`config.mk`:
```
export PLATFORM = sky130hd
export DESIGN_NAME = clk_switch_ctrl
export DESIGN_NICKNAME = d
export VERILOG_FILES = /design/src/rtl/clk_switch_pkg.sv /design/src/rtl/clk_activity_mon.sv /design/src/rtl/clk_switch_ctrl.sv
export SDC_FILE = /design/constraint.sdc
export NUM_CORES = 1
export LEC_CHECK = 0
export BUFFER_PORTS_ARGS = -buffer_cell sky130_fd_sc_hd__buf_2
export CAP_MARGIN = 20
export CORE_ASPECT_RATIO = 1.5
export CORE_MARGIN = 2
export CORE_UTILIZATION = 53
export CTS_CLUSTER_SIZE = 24
export DETAILED_ROUTE_END_ITERATION = 12
export GPL_TIMING_DRIVEN = 0
export PLACE_DENSITY = 0.78
export SLEW_MARGIN = 20
export SYNTH_ARGS = -nofsm -noshare
export SYNTH_HDL_FRONTEND = slang
export SYNTH_HIERARCHICAL = 1
export SYNTH_SLANG_ARGS = --single-unit
```
`constraint.sdc`:
```
create_clock -name clk -period 2.2 [get_ports clk]
set_clock_uncertainty 0.15 [all_clocks]
set_input_delay 0.44 -clock clk [delete_from_list [all_inputs] [get_ports clk]]
set_output_delay 0.44 -clock clk [all_outputs]
set_load 0.03 [all_outputs]
```
`src/rtl/clk_switch_pkg.sv`:
```
// rtl/clk_switch_pkg.sv - shared state encoding and counter widths for the clock switch controller
package clk_switch_pkg;

    typedef enum logic [2:0] {
        ST_IDLE,
        ST_CHECK,
        ST_SWITCH,
        ST_SETTLE,
        ST_DONE,
        ST_ERR
    } state_t;

    localparam int MON_WINDOW_MAX    = 1023;
    localparam int SETTLE_CYCLES_MAX = 255;
    localparam int WIN_W             = $clog2(MON_WINDOW_MAX + 1);
    localparam int SETTLE_W          = $clog2(SETTLE_CYCLES_MAX + 1);

    function automatic int edge_cnt_w(input int min_edges);
        return $clog2(min_edges + 1);
    endfunction

endpackage

```
`src/rtl/clk_activity_mon.sv`:
```
// rtl/clk_activity_mon.sv - synchronizes one raw clock copy and counts its rising edges up to a saturation limit
module clk_activity_mon
    import clk_switch_pkg::*;
#(
    parameter int MIN_EDGES = 4,
    localparam int CW = edge_cnt_w(MIN_EDGES)
) (
    input  logic clk,
    input  logic reset,
    input  logic i_mon,
    input  logic i_clear,
    input  logic i_count_en,
    output logic o_alive
);

    logic          r_sync1;
    logic          r_sync2;
    logic          r_prev;
    logic [CW-1:0] r_cnt;
    logic          w_rise;

    assign w_rise = r_sync2 & ~r_prev;

    always_ff @(posedge clk) begin
        if (reset) begin
            r_sync1 <= 1'b0;
            r_sync2 <= 1'b0;
            r_prev  <= 1'b0;
            r_cnt   <= '0;
        end else begin
            r_sync1 <= i_mon;
            r_sync2 <= r_sync1;
            r_prev  <= r_sync2;
            if (i_clear)
                r_cnt <= '0;
            else if (i_count_en && w_rise && (r_cnt < CW'(MIN_EDGES)))
                r_cnt <= r_cnt + CW'(1);
        end
    end

    // An edge in the final window cycle still counts toward the verdict.
    assign o_alive = (r_cnt == CW'(MIN_EDGES)) ||
                     (i_count_en && w_rise && (r_cnt == CW'(MIN_EDGES - 1)));

endmodule

```
`src/rtl/clk_switch_ctrl.sv`:
```
// rtl/clk_switch_ctrl.sv - verifies target clock activity, then drives a glitch-free mux select
module clk_switch_ctrl
    import clk_switch_pkg::*;
#(
    parameter int MON_WINDOW    = 64,
    parameter int MIN_EDGES     = 4,
    parameter int SETTLE_CYCLES = 8
) (
    input  logic clk,
    input  logic reset,
    input  logic req,
    input  logic req_src,
    input  logic clk_1_mon,
    input  logic clk_2_mon,
    output logic sel,
    output logic cur_src,
    output logic busy,
    output logic done,
    output logic err
);

    state_t              r_state;
    state_t              w_next;
    logic [WIN_W-1:0]    r_win;
    logic [SETTLE_W-1:0] r_settle;
    logic                r_target;
    logic                r_sel;
    logic                r_cur;
    logic                r_done;
    logic                r_err;
    logic                w_check;
    logic                w_alive_1;
    logic                w_alive_2;
    logic                w_alive;

    assign w_check = (r_state == ST_CHECK);
    assign w_alive = r_target ? w_alive_2 : w_alive_1;

    clk_activity_mon #(.MIN_EDGES(MIN_EDGES)) u_mon_1 (
        .clk        (clk),
        .reset      (reset),
        .i_mon      (clk_1_mon),
        .i_clear    (~w_check),
        .i_count_en (w_check & ~r_target),
        .o_alive    (w_alive_1)
    );

    clk_activity_mon #(.MIN_EDGES(MIN_EDGES)) u_mon_2 (
        .clk        (clk),
        .reset      (reset),
        .i_mon      (clk_2_mon),
        .i_clear    (~w_check),
        .i_count_en (w_check & r_target),
        .o_alive    (w_alive_2)
    );

    always_comb begin
        w_next = r_state;
        case (r_state)
            ST_IDLE:   if (req) w_next = (req_src != r_cur) ? ST_CHECK : ST_DONE;
            ST_CHECK:  if (r_win == WIN_W'(MON_WINDOW - 1)) w_next = w_alive ? ST_SWITCH : ST_ERR;
            ST_SWITCH: w_next = ST_SETTLE;
            ST_SETTLE: if (r_settle == SETTLE_W'(SETTLE_CYCLES - 1)) w_next = ST_DONE;
            ST_DONE:   w_next = ST_IDLE;
            ST_ERR:    w_next = ST_IDLE;
            default:   w_next = ST_IDLE;
        endcase
    end

    always_ff @(posedge clk) begin
        if (reset) begin
            r_state  <= ST_IDLE;
            r_win    <= '0;
            r_settle <= '0;
            r_target <= 1'b0;
            r_sel    <= 1'b0;
            r_cur    <= 1'b0;
            r_done   <= 1'b0;
            r_err    <= 1'b0;
        end else begin
            r_state  <= w_next;
            r_win    <= w_check ? r_win + WIN_W'(1) : '0;
            r_settle <= (r_state == ST_SETTLE) ? r_settle + SETTLE_W'(1) : '0;
            // Pulses are registered off the state, so they trail DONE/ERR by one cycle.
            r_done   <= (r_state == ST_DONE);
            r_err    <= (r_state == ST_ERR);
            if (r_state == ST_IDLE && req)
                r_target <= req_src;
            if (r_state == ST_SWITCH)
                r_sel <= r_target;
            if (r_state == ST_DONE)
                r_cur <= r_sel;
        end
    end

    assign sel     = r_sel;
    assign cur_src = r_cur;
    assign busy    = (r_state != ST_IDLE);
    assign done    = r_done;
    assign err     = r_err;

endmodule
```
==> results of run 1 <==
## worst min-delay path by stage
stage,start,end,slack [ns],cells past startpoint
finish,clk_1_mon,u_mon_1/r_sync1,0.22,2
global route,clk_2_mon,u_mon_2/r_sync1,0.25,2
CTS,clk_1_mon,u_mon_1/r_sync1,0.22,2
detailed placement,r_settle[0],r_settle[0],0.28,1
global placement,r_settle[0],r_settle[0],0.27,1
floorplan,r_settle[0],r_settle[0],0.26,1
## synth_stat cells, drive strengths merged (2+ instances only)
| master | number | area, sq um |
|---|---|---|
| and4bb | 2 | 32.5 |
| nand3 | 9 | 50.1 |
| inv | 9 | 33.8 |
| mux2 | 4 | 60.1 |
| xor2 | 6 | 52.6 |
| mux2i | 4 | 40.0 |
| nor3b | 7 | 52.6 |
| nor2 | 27 | 101 |
| buf | 3 | 15.0 |
| o21ai | 3 | 15.0 |
| nor3 | 9 | 50.1 |
| nand2 | 4 | 15.0 |
| a32o | 5 | 50.1 |
| xnor2 | 7 | 61.3 |
| dfxtp | 38 | 761 |
| or3 | 3 | 18.8 |
| nand2b | 3 | 18.8 |
| a21oi | 4 | 20.0 |
| nor2b | 9 | 56.3 |
| and3 | 2 | 12.5 |
| ha | 8 | 100 |
| nor4 | 2 | 18.8 |
## power by group
group	leakage, nW	switching, mW	internal (mW)
Combinational	0.357	0.118	0.0894
Sequential	0.309	0.0302	0.710
Clock	0.0383	0.219	0.218
Total	0.705	0.367	1.02
## registers in the layout, indices dropped and copies added, names as in the netlist
register,flops
u_mon_1/r_cnt,3
r_state,3
r_settle,8
u_mon_1/r_sync1,1
u_mon_1/r_prev,1
r_target,1
u_mon_2/r_prev,1
u_mon_2/r_sync2,1
sel,1
err,1
done,1
cur_src,1
r_win,10
u_mon_2/r_cnt,3
u_mon_1/r_sync2,1
u_mon_2/r_sync1,1
## metal layers
layer	GRT usage	routed length (microns)	share of wire
met5	0	0	0
met4	0.133	123	0.039
met3	0.0630	139	0.045
met2	0.329	1560	0.50
met1	0.204	1290	0.41
## repair_timing
action,4_1_cts,5_1_grt
pin swaps,1,3
endpoints found under the hold margin,0,0
cloned,0,0
setup buffers,0,2
gates resized for setup,2,9
endpoints found under the setup margin,3,3
hold buffers,0,0
## worst reg2reg max path, cell delays in order (launching register included)
cell and delay [ns]:
dfxtp_4 0.37, nand2b_4 0.16, or2_4 0.30, nor2_4 0.11, nor2b_4 0.16, a32o_1 0.21, mux2i_1 0.11, nor4_2 0.29
o22ai_1 0.14
## cells by family (layout without fill, tap and decap cells)
group / after synthesis / after routing / synth area share
compound gates: 14 / 14 / 0.0582
flops: 38 / 38 / 0.448
fa+ha+maj: 8 / 8 / 0.0589
simple gates: 83 / 83 / 0.278
mux: 8 / 8 / 0.0589
xor+xnor: 13 / 13 / 0.0670
buf+inv: 13 / 31 / 0.0309
## stage by stage
| step | instance area (sq um) | setup TNS [ns] | power (mW) | hold slack (ns) |
|---|---|---|---|---|
| after floorplan | 1700 | 0 | 0.871 | 0.263 |
| after global placement | 1800 | -0.707 | 0.909 | 0.274 |
| after detailed placement | 1800 | -0.834 | 0.919 | 0.282 |
| after CTS | 1880 | 0 | 1.37 | 0.219 |
| after global routing | 1920 | -0.0191 | 1.45 | 0.246 |
| final | 1920 | 0 | 1.38 | 0.221 |
## area by class of cell
| type | count | area (sq um) | area share |
|---|---|---|---|
| plain buffers | 3 | 15.0 | 0.00781 |
| inverters | 9 | 33.8 | 0.0176 |
| repair buffers | 12 | 65.1 | 0.0339 |
| flip-flops and latches | 38 | 766 | 0.398 |
| clock buffers | 7 | 76.3 | 0.0397 |
| well taps | 40 | 50.0 | 0.0260 |
| multi-input cells | 126 | 916 | 0.477 |
==> reports/results.tsv, run 1 <==
stage	metric	value	unit
worst_setup_path	WS Path Type	flip-flop to flip-flop	
worst_setup_path	CP Cell Sequence	nand2b_4 -> or2_4 -> nor2_4 -> nor2b_4 -> a32o_1 -> mux2i_1 -> nor4_2 -> o22ai_1	
final_layout	Antenna diodes	0	
cts	H-tree depth	2	
final_layout	layout cell share with drive strength beyond 1	0.195	
timing	setup violators final	0	
place	IO buf count	10	
final_layout	area added between synthesis and finish	13.1	%
timing	Final WS setup	0.103	ns
floorplanning	row count	25	
cts	CTS sink cnt	38	
timing	minimum clock period	2.10	ns
worst_setup_path	crit path DAT	2.12	ns
cts	clock tree buffer depth	2	
detailed_routing	wire length per cell	13.3	microns
final_layout	most common cell after layout, fill and taps aside	dfxtp_1	
timing	f_max	477	MHz
worst_setup_path	Worst path max stage delay	0.37	ns
worst_setup_path	Setup crit start kind	flip-flop	
final_layout	Finished Core Util	0.621	
yosys	Async SR Flop Fraction	0	
grt	pin count of the biggest net entering global routing	16	
grt	first-pass GRT wire length	5310	microns
floorplanning	Die W	50.2	microns
timing	Least-Margin Pin Slew	0.305	ns
worst_setup_path	CP startpoint	r_state[1]	
place	DP Wirelength	2290	microns
detailed_routing	Total Wirelength	3120	microns
worst_hold_path	HP Class	input pin to flip-flop	
detailed_routing	Via-to-Cell Ratio	5.48	
timing	Final Slew Violations	0	
final_layout	Filler cells	251	
detailed_routing	Detailed Route Iter0 Violations	27	
detailed_routing	routed via count	1287	
yosys	register area share after synthesis	0.448	
cts	CTS Root Buffer Type	clkbuf_8	
detailed_routing	Antenna Nets Post-Route	0	
worst_setup_path	RR Startpoint	r_state[1]	
final_layout	nets	209	
worst_setup_path	Setup crit end	r_state[0]	
floorplanning	core area	3100	sq um
place	placed cells	227	
timing	period utilization	0.953	
floorplanning	Top Ports	11	
yosys	area of the mapped netlist	1700	sq um
yosys	dominant synthesized flop cell	dfxtp_1	
worst_setup_path	Worst path top cell family by delay	simple AND/OR/NAND/NOR gates	
worst_setup_path	CP bufs+invs	0	
worst_setup_path	Worst R2R Setup Slack	0.10	ns
timing	final hold vios	0	
worst_setup_path	Crit. End Element	flip-flop	
yosys	Synth cell types	35	
grt	via count of the first global-routing pass	1267	
run	max-cap violation count	0	
floorplanning	die area	3680	sq um
worst_setup_path	Worst Path Required	2.22	ns
final_layout	most frequent cells in the layout	36 x dfxtp_1, 25 x nor2_1, 13 x buf_2	
cts	Worst-path clk slew	0.07	ns
pwr	worst vdd ir	0.000525	V
grt	GR Overflow Total	0	
yosys	Post-synth EDFFs	0	
yosys	Synthesized Nets	191	
worst_setup_path	slowest cell on the critical path	dfxtp_4	
detailed_routing	Post-route DRC	0	
run_status	status	finished, final reports clean	
worst_setup_path	R2R depth	8	
pwr	PwrDens	720	nW/um^2
grt	GRT Total Usage	0.195	
grt	initial antenna violation count	0	
final_layout	Final Non-Filler Cells	235	
cts	CTS Buf Count	5	
place	pre-CTS WS	-0.301	ns
cts	worst-skew pair later-pin latency	0.29	ns
timing	relative slew slack	0.796	
place	gpl congestion	0.686	
floorplanning	Die Y	73.3	microns
pwr	Lkg Pwr	0.705	nW
worst_setup_path	WP depth	8	
worst_setup_path	crit path max fanout	9	
yosys	synth warn	6	
yosys	Syn Area/Cell	9.60	sq um
floorplanning	Initial Utilization	0.549	
yosys	cells after synthesis	177	
worst_setup_path	worst r2r dst	r_state[0]	
cts	CTS tree	done	
detailed_routing	number of iterations in the first detailed-routing pass	4	
yosys	Yosys reg bits	38	
Note: power is estimated with default switching activity, not from simulation.
==> inputs of run 2 (changes only) <==
REMOVE_ABC_BUFFERS = 1   (was unset)
==> run 2 against run 1 <==
Flip-flop and latch count did not move; combinational power fell by 15%; sequential share of layout area rose by 0.13 points; utilization fell by 0.40 points; first-iteration DRC count fell by 41%; final cell count fell by 1.7%; non-clock buffer count fell by 5; sequential power barely moved; clock power rose by 30%.
==> reports/results.tsv, run 2 (same netlist as run 1, synthesis figures left out) <==
stage	metric	value	unit	change
detailed_routing	number of iterations in the first detailed-routing pass	4		unchanged
worst_setup_path	crit path DAT	2.09	ns	was 2.12 ns
place	gpl congestion	0.782		was 0.686
worst_hold_path	startpoint of the worst hold path	clk_2_mon		was clk_1_mon
worst_setup_path	Crit. End Element	flip-flop		unchanged
cts	hold buffers post-CTS	0		unchanged
floorplanning	die area	3680	sq um	unchanged
detailed_routing	Antenna Nets Post-Route	0		unchanged
place	IO buf count	10		unchanged
final_layout	Largest regs	r_win (10), r_settle (8)		unchanged
cts	H-tree depth	2		unchanged
floorplanning	row count	25		unchanged
worst_hold_path	HP Class	input pin to flip-flop		unchanged
timing	Least-Margin Pin Slew	0.398	ns	was 0.305 ns
floorplanning	Die Y	73.3	microns	unchanged
floorplanning	core area	3100	sq um	unchanged
final_layout	max reg flops	10		unchanged
timing	Final Slew Violations	0		unchanged
timing	f_max	481	MHz	was 477 MHz
cts	CTS Buf Count	5		unchanged
final_layout	Biggest register	r_win		unchanged
final_layout	Reg area	763	sq um	was 766 sq um
final_layout	Filler cells	260		was 251
cts	clock tree buffer depth	2		unchanged
timing	final hold vios	0		unchanged
floorplanning	Initial Utilization	0.549		unchanged
timing	final setup TNS	0	ns	unchanged
detailed_routing	wire length per cell	12.8	microns	was 13.3 microns
worst_setup_path	CP startpoint	r_state[1]		unchanged
final_layout	layout cell share with drive strength beyond 1	0.183		was 0.195
grt	initial antenna violation count	0		unchanged
grt	GR Overflow Total	0		unchanged
cts	CTS sink cnt	38		unchanged
worst_setup_path	Worst Path Required	2.21	ns	was 2.22 ns
worst_setup_path	RR Startpoint	r_state[1]		unchanged
pwr	PwrDens	776	nW/um^2	was 720 nW/um^2
worst_setup_path	R2R depth	8		unchanged
detailed_routing	Detailed Route Iter0 Violations	16		was 27
worst_setup_path	slowest cell on the critical path	dfxtp_2		was dfxtp_4
detailed_routing	routed via count	1259		was 1287
worst_setup_path	WS Path Type	flip-flop to flip-flop		unchanged
final_layout	most frequent cells in the layout	36 x dfxtp_1, 25 x nor2_1, 10 x buf_2		was 36 x dfxtp_1, 25 x nor2_1, 13 x buf_2
timing	minimum clock period	2.08	ns	was 2.10 ns
final_layout	most common cell after layout, fill and taps aside	dfxtp_1		unchanged
cts	CTS Root Buffer Type	clkbuf_8		unchanged
worst_setup_path	Setup crit start kind	flip-flop		unchanged
floorplanning	Top Ports	11		unchanged
worst_setup_path	Worst path max stage delay	0.36	ns	was 0.37 ns
cts	worst-skew pair later-pin latency	0.28	ns	was 0.29 ns
detailed_routing	Post-route DRC	0		unchanged
final_layout	area of the multi-input gates	903	sq um	was 916 sq um
run	max-cap violation count	0		unchanged
place	DP Wirelength	2120	microns	was 2290 microns
timing	RSZ-0062 raised after global routing	no		
pwr	worst vdd ir	0.000652	V	was 0.000525 V
final_layout	Antenna diodes	0		unchanged
detailed_routing	Total Wirelength	2950	microns	was 3120 microns
grt	via count of the first global-routing pass	1273		was 1267
cts	Worst-path clk slew	0.07	ns	about the same
run_status	status	finished, final reports clean		unchanged
timing	setup violators final	0		unchanged
grt	pin count of the biggest net entering global routing	25		was 16
grt	GRT Total Usage	0.184		was 0.195
pwr	total power	1.48	mW	was 1.38 mW
floorplanning	Die W	50.2	microns	unchanged
timing	relative slew slack	0.735		was 0.796
timing	Min Hold Slack	0.222	ns	was 0.221 ns
cts	CTS tree	done		unchanged
final_layout	nets	204		was 209
worst_setup_path	CP Cell Sequence	nand2b_4 -> or2_4 -> nor2_2 -> nor2b_1 -> a32o_1 -> mux2i_1 -> nor4_2 -> o22ai_1		was nand2b_4 -> or2_4 -> nor2_4 -> nor2b_4 -> a32o_1 -> mux2i_1 -> nor4_2 -> o22ai_1
grt	first-pass GRT wire length	5200	microns	was 5310 microns
pwr	Lkg Pwr	0.703	nW	was 0.705 nW
timing	period utilization	0.945		was 0.953
worst_setup_path	crit path max fanout	15		was 9
detailed_routing	Via-to-Cell Ratio	5.45		was 5.48
final_layout	area added between synthesis and finish	12.4	%	was 13.1%
worst_hold_path	WHS Path Cells	2		unchanged
-- run 2: final timing paths --
path / end / slack (ns)
max: r_state[0] / 0.12
min: u_mon_2/r_sync1 / 0.22
max reg2reg: r_state[0] / 0.12
min reg2reg: r_settle[0] / 0.29
-- run 2: critical path, delay by kind of cell (launching register included) --
kind	cells	cell delay, ns
AO/OA/AOI/OAI	2	0.29
flip-flops	1	0.36
AND/OR/NAND/NOR	5	1.04
multiplexers	1	0.10
-- run 2: area by class of cell --
type | count | area share
Clock buffer | 5 | 0.0360
Clock inverter | 3 | 0.0210
Inverter | 9 | 0.0177
Multi-Input combinational cell | 126 | 0.473
Sequential cell | 38 | 0.400
Tap cell | 40 | 0.0262
Timing Repair Buffer | 10 | 0.0262
-- run 2: report_power, final --
part | internal, mW | total, mW | switching, mW | leakage, nW
clock network | 0.333 | 0.567 | 0.234 | 0.0579
logic | 0.0680 | 0.175 | 0.107 | 0.337
registers | 0.711 | 0.740 | 0.0293 | 0.309
total | 1.11 | 1.48 | 0.370 | 0.703
-- run 2: per-stage QoR --
stage,util,instance area (sq um),cells,worst slack [ns]
global placement,0.575,1780,223,-0.164
detailed placement,0.575,1780,223,-0.205
floorplan,-,1680,173,0.121
CTS,0.611,1890,231,0.0282
finish,0.617,1910,231,0.120
global route,0.617,1910,231,0.00349
-- run 2: routing by layer --
| metal | wire [microns] | track usage | vias up |
|---|---|---|---|
| li1 | - | - | 637 |
| met1 | 1280 | 0.190 | 593 |
| met2 | 1520 | 0.335 | 22 |
| met3 | 87 | 0.0447 | 7 |
| met4 | 62 | 0.102 | 0 |
| met5 | 0 | 0 | - |
-- run 2: what timing repair did --
action / CTS / global route
endpoints found under the hold margin: 0 / 0
buffers inserted: 0 / 0
pin swaps: 1 / 1
resized for setup: 2 / 5
setup endpoints to repair: 3 / 3
